===== config.mk =====
export PLATFORM = sky130hd
export DESIGN_NAME = serial_adder_mux_flat
export DESIGN_NICKNAME = d
export VERILOG_FILES = /design/src/rtl/serial_adder_mux_pkg.sv /design/src/rtl/serial_adder_mux_if.sv /design/src/rtl/serial_adder_mux_fa_mux_cell.sv /design/src/rtl/serial_adder_mux.sv /design/src/flat_wrapper.sv
export SDC_FILE = /design/constraint.sdc
export NUM_CORES = 1
export LEC_CHECK = 0
export CORE_MARGIN = 2
export CORE_UTILIZATION = 46
export DETAILED_ROUTE_END_ITERATION = 12
export PLACE_DENSITY = 0.73
export SYNTH_ARGS = -nofsm -noshare
export SYNTH_HDL_FRONTEND = slang
export SYNTH_SLANG_ARGS = --single-unit
export TNS_END_PERCENT = 100

===== constraint.sdc =====
create_clock -name clk -period 1.3 [get_ports clk]
set_input_delay 0.26 -clock clk [delete_from_list [all_inputs] [get_ports clk]]
set_output_delay 0.26 -clock clk [all_outputs]
set_load 0.1 [all_outputs]

===== src/rtl/serial_adder_mux_pkg.sv =====
// Shared types and helpers for the bit-serial adder/subtractor.
//   state_e : FSM state encoding (ST_IDLE, ST_RUN)
//   cnt_w   : bit-counter width for a given operand width
//   mux4    : 4:1 bit multiplexer used to build the full-adder cell
package serial_adder_mux_pkg;

    typedef enum logic {
        ST_IDLE = 1'b0,
        ST_RUN  = 1'b1
    } state_e;

    // Counter must index bits 0..width-1; never narrower than one bit.
    function automatic int unsigned cnt_w(input int unsigned width);
        return (width < 2) ? 1 : $clog2(width);
    endfunction

    function automatic logic mux4(input logic [3:0] d, input logic [1:0] sel);
        return d[sel];
    endfunction

endpackage


===== src/rtl/serial_adder_mux_if.sv =====
// Request/result bundle for serial_adder_mux.
//   master : drives start, sub, a, b, cin; observes busy, done, sum, cout, ovf
//   slave  : the adder side of the same signals
interface serial_adder_mux_if #(
    parameter int unsigned WIDTH = 8
);
    logic             start;
    logic             sub;
    logic [WIDTH-1:0] a;
    logic [WIDTH-1:0] b;
    logic             cin;
    logic             busy;
    logic             done;
    logic [WIDTH-1:0] sum;
    logic             cout;
    logic             ovf;

    modport master (
        output start, sub, a, b, cin,
        input  busy, done, sum, cout, ovf
    );

    modport slave (
        input  start, sub, a, b, cin,
        output busy, done, sum, cout, ovf
    );
endinterface


===== src/rtl/serial_adder_mux_fa_mux_cell.sv =====
// fa_mux_cell: 1-bit combinational full adder built from two 4:1 muxes.
// Both muxes select on {a_i, b_i}; the data inputs are functions of cin_i only.
//   a_i, b_i, cin_i : addend bits and carry in
//   s_o, c_o        : sum bit and carry out
module fa_mux_cell
    import serial_adder_mux_pkg::*;
(
    input  logic a_i,
    input  logic b_i,
    input  logic cin_i,
    output logic s_o,
    output logic c_o
);

    logic [1:0] sel;
    logic [3:0] s_tbl;
    logic [3:0] c_tbl;

    assign sel = {a_i, b_i};

    // Index order 3..0 = {ab=11, 10, 01, 00}.
    assign s_tbl = {cin_i, ~cin_i, ~cin_i, cin_i};
    assign c_tbl = {1'b1, cin_i, cin_i, 1'b0};

    assign s_o = mux4(s_tbl, sel);
    assign c_o = mux4(c_tbl, sel);

endmodule


===== src/rtl/serial_adder_mux.sv =====
// serial_adder_mux: bit-serial adder/subtractor, one result bit per clock, LSB first.
// An accepted request loads the operand shift registers; WIDTH clocks later sum/cout/ovf
// update together and done pulses for one cycle. Subtract is A + ~B + 1.
//   clk, rst : clock and synchronous active-high reset
//   bus      : request (start, sub, a, b, cin) and result (busy, done, sum, cout, ovf)
module serial_adder_mux
    import serial_adder_mux_pkg::*;
#(
    parameter int unsigned WIDTH = 8
) (
    input  logic               clk,
    input  logic               rst,
    serial_adder_mux_if.slave  bus
);

    localparam int unsigned       CNT_W    = cnt_w(WIDTH);
    localparam logic [CNT_W-1:0]  CNT_LAST = CNT_W'(WIDTH - 1);

    state_e             state_q, state_d;
    logic [CNT_W-1:0]   cnt_q, cnt_d;
    logic [WIDTH-1:0]   a_sr_q, a_sr_d;
    logic [WIDTH-1:0]   b_sr_q, b_sr_d;
    // Holds the WIDTH-1 low result bits; the MSB comes straight from the cell.
    logic [WIDTH-2:0]   res_sr_q, res_sr_d;
    logic               carry_q, carry_d;
    logic [WIDTH-1:0]   sum_q, sum_d;
    logic               cout_q, cout_d;
    logic               ovf_q, ovf_d;
    logic               done_q, done_d;

    logic               fa_s;
    logic               fa_c;

    fa_mux_cell u_fa (
        .a_i   (a_sr_q[0]),
        .b_i   (b_sr_q[0]),
        .cin_i (carry_q),
        .s_o   (fa_s),
        .c_o   (fa_c)
    );

    always_comb begin
        state_d  = state_q;
        cnt_d    = cnt_q;
        a_sr_d   = a_sr_q;
        b_sr_d   = b_sr_q;
        res_sr_d = res_sr_q;
        carry_d  = carry_q;
        sum_d    = sum_q;
        cout_d   = cout_q;
        ovf_d    = ovf_q;
        done_d   = 1'b0;

        unique case (state_q)
            ST_IDLE: begin
                // The done cycle is spent in ST_IDLE, so back-to-back starts land here too.
                if (bus.start) begin
                    a_sr_d   = bus.a;
                    b_sr_d   = bus.sub ? ~bus.b : bus.b;
                    carry_d  = bus.sub ? 1'b1 : bus.cin;
                    res_sr_d = '0;
                    cnt_d    = '0;
                    state_d  = ST_RUN;
                end
            end
            ST_RUN: begin
                a_sr_d   = a_sr_q >> 1;
                b_sr_d   = b_sr_q >> 1;
                res_sr_d = (WIDTH-1)'({fa_s, res_sr_q} >> 1);
                carry_d  = fa_c;
                cnt_d    = cnt_q + CNT_W'(1);
                if (cnt_q == CNT_LAST) begin
                    // While the MSB is processed, carry_q is exactly the carry into the MSB.
                    sum_d   = {fa_s, res_sr_q};
                    cout_d  = fa_c;
                    ovf_d   = carry_q ^ fa_c;
                    done_d  = 1'b1;
                    cnt_d   = '0;
                    state_d = ST_IDLE;
                end
            end
            default: state_d = ST_IDLE;
        endcase
    end

    always_ff @(posedge clk) begin
        if (rst) begin
            state_q  <= ST_IDLE;
            cnt_q    <= '0;
            a_sr_q   <= '0;
            b_sr_q   <= '0;
            res_sr_q <= '0;
            carry_q  <= 1'b0;
            sum_q    <= '0;
            cout_q   <= 1'b0;
            ovf_q    <= 1'b0;
            done_q   <= 1'b0;
        end else begin
            state_q  <= state_d;
            cnt_q    <= cnt_d;
            a_sr_q   <= a_sr_d;
            b_sr_q   <= b_sr_d;
            res_sr_q <= res_sr_d;
            carry_q  <= carry_d;
            sum_q    <= sum_d;
            cout_q   <= cout_d;
            ovf_q    <= ovf_d;
            done_q   <= done_d;
        end
    end

    assign bus.busy = (state_q == ST_RUN);
    assign bus.done = done_q;
    assign bus.sum  = sum_q;
    assign bus.cout = cout_q;
    assign bus.ovf  = ovf_q;

endmodule


===== src/flat_wrapper.sv =====
// flat-port wrapper written by rule: the top's interface ports become plain ports
module serial_adder_mux_flat import serial_adder_mux_pkg::*;
#(
    parameter int unsigned WIDTH = 8
)
  (clk, rst, bus_start, bus_sub, bus_a, bus_b, bus_cin, bus_busy, bus_done, bus_sum, bus_cout, bus_ovf);
  serial_adder_mux_if #(.WIDTH(WIDTH)) bus_i ();
  input  logic clk;
  input  logic rst;
  input wire logic [$bits(bus_i.start)-1:0] bus_start;
  input wire logic [$bits(bus_i.sub)-1:0] bus_sub;
  input wire logic [$bits(bus_i.a)-1:0] bus_a;
  input wire logic [$bits(bus_i.b)-1:0] bus_b;
  input wire logic [$bits(bus_i.cin)-1:0] bus_cin;
  output wire logic [$bits(bus_i.busy)-1:0] bus_busy;
  output wire logic [$bits(bus_i.done)-1:0] bus_done;
  output wire logic [$bits(bus_i.sum)-1:0] bus_sum;
  output wire logic [$bits(bus_i.cout)-1:0] bus_cout;
  output wire logic [$bits(bus_i.ovf)-1:0] bus_ovf;
  assign bus_i.start = bus_start;
  assign bus_i.sub = bus_sub;
  assign bus_i.a = bus_a;
  assign bus_i.b = bus_b;
  assign bus_i.cin = bus_cin;
  assign bus_busy = bus_i.busy;
  assign bus_done = bus_i.done;
  assign bus_sum = bus_i.sum;
  assign bus_cout = bus_i.cout;
  assign bus_ovf = bus_i.ovf;
  serial_adder_mux #(.WIDTH(WIDTH)) u_core (.clk(clk), .rst(rst), .bus(bus_i));
endmodule

==> run_results.csv, run 1 <==
group,metric,value,unit
run_status,status,"finished with violations",
run_status,violations,"setup timing",
place,dp_hpwl,2.409,mm
critical_path,start_kind,"flip-flop",
critical_path,end_kind,"flip-flop",
drt,drt-initial-drc-count,42,
sta,tns,-0.005332,ns
global_route,grt_max_degree,18,
floorplanning,start_util,48.37,%
sta,fin_skew,0.007277,ns
min_path,hold_start,"u_core.res_sr_q[0]$_SDFFE_PP0P_",
floorplanning,rows,22,
min_path,hold_path_end,"u_core.bus.sum[0]$_SDFFE_PP0P_",
layout,area_growth,42.01,%
yosys,syn-mean-instance-area,8.877,um2
critical_path,timing.rr.end,"u_core.bus.ovf$_SDFFE_PP0P_",
clock_network,cts_tree,"yes",
yosys,synth_cells,201,
critical_path,cp.required,1.50,ns
sta,worst_slack,-0.005332,ns
min_path,hold_path.class,"flip-flop to flip-flop",
floorplanning,die_h,66.28,um
sta,relSlewSlack,83.08,%
pwr,ir_worst_vdd,0.7877,mV
critical_path,arrival,1.51,ns
layout,final_cell_mix,"dfxtp_1 (36), nor2_1 (34), a21oi_1 (24), nand2_1 (22), clkdlybuf4s50_1 (19)",
clock_network,clock-sinks,39,
sta,finalSetupViolations,1,
critical_path,path_class,"flip-flop to flip-flop",
place,dp_slack,-0.3063,ns
yosys,syn-num-nets,227,
yosys,yosys_warnings,0,
clock_network,clk_latency,0.30,ns
yosys,synth.distinct_cells,26,
place,placedInstanceArea,2332,um2
drt,vias,1479,
sta,hold_viol,0,
critical_path,crit_fanout,3,
clock_network,clock_path_buffers,2,
sta,rsz0062_at_grt,"yes",
floorplanning,ios,33,
floorplanning,die_w,66.28,um
clock_network,clkTransAtPathRegs,0.07,ns
layout,drive_gt1_share,24.39,%
pwr,pwr-share-seq,49.8,%
yosys,ys_seq_elements,39,
sta,fin_crit_sh,100.4,%
yosys,syn_area,1784,um2
critical_path,rrSetupSlack,-0.005,ns
sta,period_needed,1.305,ns
sta,maxSlewViolCount,0,
drt,avgRoutedWirePerCell,11.96,um
pwr,p_switching,0.0006098,W
drt,wl,3.515,mm
pwr,power.density,1007,nW/um2
global_route,grt_pass1_vias,1370,
sta,max_freq,0.7661,GHz
clock_network,htreeDepth,2,
place,post-place-cells,281,
floorplanning,coreArea,3689,um2
floorplanning,die_area,4393,um2
drt,antenna_left,0,
drt,firstDrtPassIters,4,
pwr,p_int,0.001941,W
pwr,leakage,0.9959,nW
yosys,ys_seq_area_share,43.76,%
global_route,grt_overflow_total,0,
clock_network,cts-root-buf,"clkbuf_8",
clock_network,cts_buffers,5,
clock_network,holdBufCountCts,0,
layout,final_cell_area,2534,um2
global_route,grt_pass1_wl,6.092,mm
critical_path,rr_worst_depth,5,
critical_path,worstReg2RegStart,"u_core.cnt_q[0]$_SDFFE_PP0P_",
pwr,swShare,23.91,%
layout,antenna_cells,0,
global_route,grt_usage,18.51,%
sta,worst_slew_pin_slew,0.2533,ns
drt,viasPerCell,5.031,
sta,hold_ws,0.4500,ns
place,place.gp.congestion,0.7806,
drt,drc_errors,0,
place,place.port_buffers,32,
pwr,p_comb_share,15.4,%
global_route,grt_antenna_before_repair,0,
pwr,p_clk_share,34.8,%
min_path,holdPathStages,2,
run,drv_cap,0,
layout,fin_cells,294,
layout,final_common_cell,"dfxtp_1",
layout,layout.nets,271,
==> Yosys cell counts <==
| library cell | number | area share [%] |
|---|---|---|
| xnor2_1 | 8 | 3.9 |
| mux2_2 | 7 | 4.4 |
| dfxtp_1 | 39 | 44 |
| or3_1 | 1 | 0.35 |
| xor2_1 | 1 | 0.49 |
| nand3b_1 | 1 | 0.42 |
| buf_4 | 1 | 0.42 |
| nand2_1 | 23 | 4.8 |
| buf_2 | 9 | 2.5 |
| nor3b_1 | 10 | 4.2 |
| clkbuf_1 | 2 | 0.42 |
| mux2i_1 | 9 | 5.0 |
| o211ai_1 | 1 | 0.42 |
| and2_1 | 1 | 0.35 |
| nor2_1 | 34 | 7.2 |
| inv_1 | 3 | 0.63 |
| nor2b_1 | 2 | 0.70 |
| o21ai_0 | 1 | 0.28 |
| ha_1 | 5 | 3.5 |
| o311ai_1 | 1 | 0.49 |
| a21oi_1 | 24 | 6.7 |
| buf_6 | 4 | 2.5 |
| a2111oi_2 | 1 | 0.84 |
| a21oi_2 | 1 | 0.49 |
| a211o_1 | 8 | 3.9 |
| nor3_1 | 4 | 1.1 |
==> sequential cells by signal (all words and copies together), names as in the netlist <==
signal	count
u_core.a_sr_q	8
u_core.bus.ovf	1
u_core.bus.busy	1
u_core.b_sr_q	8
u_core.bus.done	1
u_core.cnt_q	3
u_core.res_sr_q	7
u_core.carry_q	1
u_core.bus.cout	1
u_core.bus.sum	8
==> worst max-delay path by stage <==
stage | from | end | slack (ns)
floorplan | u_core.cnt_q[0]$_SDFFE_PP0P_ | u_core.bus.ovf$_SDFFE_PP0P_ | 0.02
global placement | bus_start | u_core.a_sr_q[0]$_SDFFE_PP0P_ | -0.26
detailed placement | bus_start | u_core.a_sr_q[3]$_SDFFE_PP0P_ | -0.31
CTS | u_core.cnt_q[0]$_SDFFE_PP0P_ | u_core.bus.ovf$_SDFFE_PP0P_ | -0.06
global route | u_core.cnt_q[0]$_SDFFE_PP0P_ | u_core.bus.ovf$_SDFFE_PP0P_ | -0.06
finish | u_core.cnt_q[0]$_SDFFE_PP0P_ | u_core.bus.ovf$_SDFFE_PP0P_ | -0.005
==> metrics by stage <==
stage	utilization, %	power [W]
after floorplan	-	0.001532
final	68.69	0.002551
after detailed placement	63.23	0.001658
after global placement	63.23	0.001651
after global routing	68.69	0.002667
after CTS	67.98	0.002559
==> layout make-up <==
type,count,area [um2]
clock buffer,8,100.1
inverter,3,11.26
tap,48,60.06
sequential,39,787.0
multi-input combinational,143,937.1
fill,294,1155
timing repair buffer,53,638.1
==> power by group through the flow <==
stage                     registers (W)  clock network (W)  logic [W]
after floorplan                 0.00131                  0   0.000226
final                           0.00127           0.000888   0.000392
after global routing            0.00128           0.000959   0.000432
after CTS                       0.00127           0.000902   0.000387
after detailed placement        0.00130                  0   0.000358
after global placement          0.00130                  0   0.000351
==> critical path, stage by stage, from the launching register on <==
cell	delay [ns]
dfxtp_2	0.35
ha_4	0.15
ha_4	0.14
nand2_2	0.05
or3_4	0.32
o311ai_2	0.20
==> routing by layer <==
metal	vias up	part of all wire, %	routed length (um)	GRT usage [%]
met3	6	4.6	161	4.429
met5	-	0	0	0
met2	28	48	1686	29.88
met1	680	46	1622	22.89
li1	765	-	-	-
met4	0	1.3	45	9.184
==> timing repair <==
item	4_1_cts	5_1_grt
pin swaps	3	1
resized for setup	4	6
hold endpoints to repair	0	0
cloned	1	0
setup endpoints to repair	4	5
setup buffers	4	0
==> logic make-up (layout without fill, tap and decap cells) <==
kind of cell               Yosys count  count (layout)  share of synthesized area (%)
AOI/OAI and AO/OA                   37              37                          13.18
and+or+nand+nor                     76              76                          19.14
xor gates and xnor gates             9               9                          4.418
adders and majority gates            5               5                          3.506
DFF                                 39              39                          43.76
buffers and inverters               19              64                          6.522
muxes                               16              16                          9.467
No activity file was read; power rests on OpenSTA's default activity.
==> run 2, diff against run 1 <==
--- a/config.mk
+++ b/config.mk
@@ -5,10 +5,11 @@
 export SDC_FILE = /design/constraint.sdc
 export NUM_CORES = 1
 export LEC_CHECK = 0
+export CAP_MARGIN = 15
 export CORE_MARGIN = 2
-export CORE_UTILIZATION = 46
+export CORE_UTILIZATION = 55
 export DETAILED_ROUTE_END_ITERATION = 12
-export PLACE_DENSITY = 0.73
+export PLACE_DENSITY = 0.82
 export SYNTH_ARGS = -nofsm -noshare
 export SYNTH_HDL_FRONTEND = slang
 export SYNTH_SLANG_ARGS = --single-unit
==> constraint.sdc (replaced) <==
create_clock -name clk -period 1.7 [get_ports clk]
set_input_delay 0.34 -clock clk [delete_from_list [all_inputs] [get_ports clk]]
set_output_delay 0.34 -clock clk [all_outputs]
set_load 0.1 [all_outputs]
==> run_results.csv, run 2 (same netlist as run 1, synthesis figures left out) <==
group,metric,value,unit
run_status,status,"completed",
global_route,grt_pass1_vias,1456,
clock_network,clock-sinks,39,
global_route,grt_overflow_total,0,
pwr,p_comb_share,15.8,%
drt,firstDrtPassIters,4,
critical_path,path_class,"flip-flop to primary output",
clock_network,htreeDepth,2,
floorplanning,die_w,60.96,um
pwr,swShare,25.57,%
clock_network,post_cts_buffers,0,
drt,vias,1462,
drt,viasPerCell,5.355,
sta,worst_slew_pin_slew,0.3633,ns
critical_path,worstReg2RegStart,"u_core.cnt_q[0]$_SDFFE_PP0P_",
critical_path,crit_fanout,19,
floorplanning,die_h,60.96,um
sta,period_needed,1.527,ns
clock_network,cts-root-buf,"clkbuf_4",
min_path,hold_path.class,"flip-flop to flip-flop",
clock_network,cts-resized-gates,0,
global_route,grt_antenna_before_repair,0,
global_route,grt_pass1_wl,6.065,mm
pwr,pwr-share-seq,58.9,%
critical_path,rrSetupSlack,0.26,ns
floorplanning,start_util,57.97,%
critical_path,end_kind,"primary output",
floorplanning,rows,20,
sta,hold_ws,0.4658,ns
global_route,grt_max_degree,41,
pwr,p_clk_share,25.3,%
clock_network,holdBufCountCts,0,
clock_network,cts_tree,"yes",
critical_path,arrival,1.19,ns
clock_network,clkTransAtPathRegs,0.11,ns
pwr,power.density,722.4,nW/um2
critical_path,crit_end,"bus_busy",
layout,final_util,74.80,%
drt,avgRoutedWirePerCell,13.09,um
place,place.port_buffers,32,
layout,final_common_cell,"dfxtp_1",
pwr,p_switching,0.0004252,W
layout,drive_gt1_share,14.41,%
sta,fin_skew,0.01061,ns
critical_path,timing.rr.end,"u_core.bus.ovf$_SDFFE_PP0P_",
run,drv_cap,0,
floorplanning,coreArea,3078,um2
critical_path,rr_worst_depth,5,
layout,layout.nets,256,
layout,final_cell_mix,"dfxtp_1 (38), nor2_1 (34), a21oi_1 (24), nand2_1 (23), clkdlybuf4s50_1 (20)",
critical_path,cp.required,1.36,ns
drt,drt-initial-drc-count,40,
sta,maxSlewViolCount,0,
place,place.gp.congestion,0.7059,
sta,max_freq,0.6550,GHz
sta,hold_viol,0,
place,dp_slack,-0.04812,ns
sta,finalSetupViolations,0,
critical_path,crit_start,"u_core.bus.busy$_SDFF_PP0_",
sta,tns,0,ns
clock_network,cts_buffers,5,
pwr,p_int,0.001238,W
sta,fin_crit_sh,89.80,%
clock_network,clock_path_buffers,2,
place,dp_hpwl,2.547,mm
floorplanning,die_area,3716,um2
drt,wl,3.573,mm
layout,antenna_cells,0,
clock_network,clk_latency,0.34,ns
drt,drc_errors,0,
layout,area_growth,29.03,%
drt,antenna_left,0,
floorplanning,ios,33,
global_route,grt_usage,22.18,%
sta,rsz0062_at_grt,"no",
pwr,leakage,0.8816,nW
pwr,p_total,0.001663,W
critical_path,start_kind,"flip-flop",
sta,relSlewSlack,75.78,%
pwr,ir_worst_vdd,0.6875,mV
sta,worst_slack,0.1734,ns
## run 2: through the flow
stage | std cells | instance area, um2
after floorplan | 201 | 1785
after global placement | 267 | 2258
after detailed placement | 267 | 2258
after CTS | 273 | 2300
after global routing | 273 | 2302
final | 273 | 2302
## run 2: area by class of cell
cell class	instances	area [um2]
fill	236	775.7
clock buffer	6	41.29
tap	44	55.05
timing repair buffer	38	523.0
sequential	39	784.5
inverter	3	11.26
multi-input combinational	143	887.1
## run 2: how the worst min path moves through the flow
stage                                          endpoint  cells past startpoint                     startpoint  slack [ns]
after floorplan           u_core.b_sr_q[7]$_SDFFE_PP0P_                      1                            rst        0.42
after global placement    u_core.b_sr_q[1]$_SDFFE_PP0P_                      2  u_core.b_sr_q[2]$_SDFFE_PP0P_        0.44
after detailed placement  u_core.b_sr_q[4]$_SDFFE_PP0P_                      2  u_core.b_sr_q[5]$_SDFFE_PP0P_        0.45
after CTS                 u_core.b_sr_q[4]$_SDFFE_PP0P_                      2  u_core.b_sr_q[5]$_SDFFE_PP0P_        0.47
after global routing      u_core.b_sr_q[4]$_SDFFE_PP0P_                      2  u_core.b_sr_q[5]$_SDFFE_PP0P_        0.50
final                     u_core.b_sr_q[2]$_SDFFE_PP0P_                      2  u_core.b_sr_q[3]$_SDFFE_PP0P_        0.47
## run 2: metal layers
layer  global-route usage, %  wire [um]  share of wire, %  vias to the layer above
li1                        -          -                 -                      733
met1                   23.57       1533                43                      702
met2                   42.09       1877                53                       22
met3                   4.478        115               3.2                        5
met4                   9.317         46               1.3                        0
met5                       0          0                 0                        -
## run 2: power groups by stage
stage / clock, W / combinational [W] / sequential (W)
floorplan: 0 / 0.000173 / 0.000999
global placement: 0 / 0.000252 / 0.000996
detailed placement: 0 / 0.000263 / 0.00100
CTS: 0.000429 / 0.000265 / 0.000980
global route: 0.000465 / 0.000289 / 0.000986
finish: 0.000421 / 0.000263 / 0.000979
## run 2: worst max-delay path, cell delays in order, from the launching register on
cell	delay (ns)
dfxtp_4	0.48
buf_12	0.19
buf_12	0.18
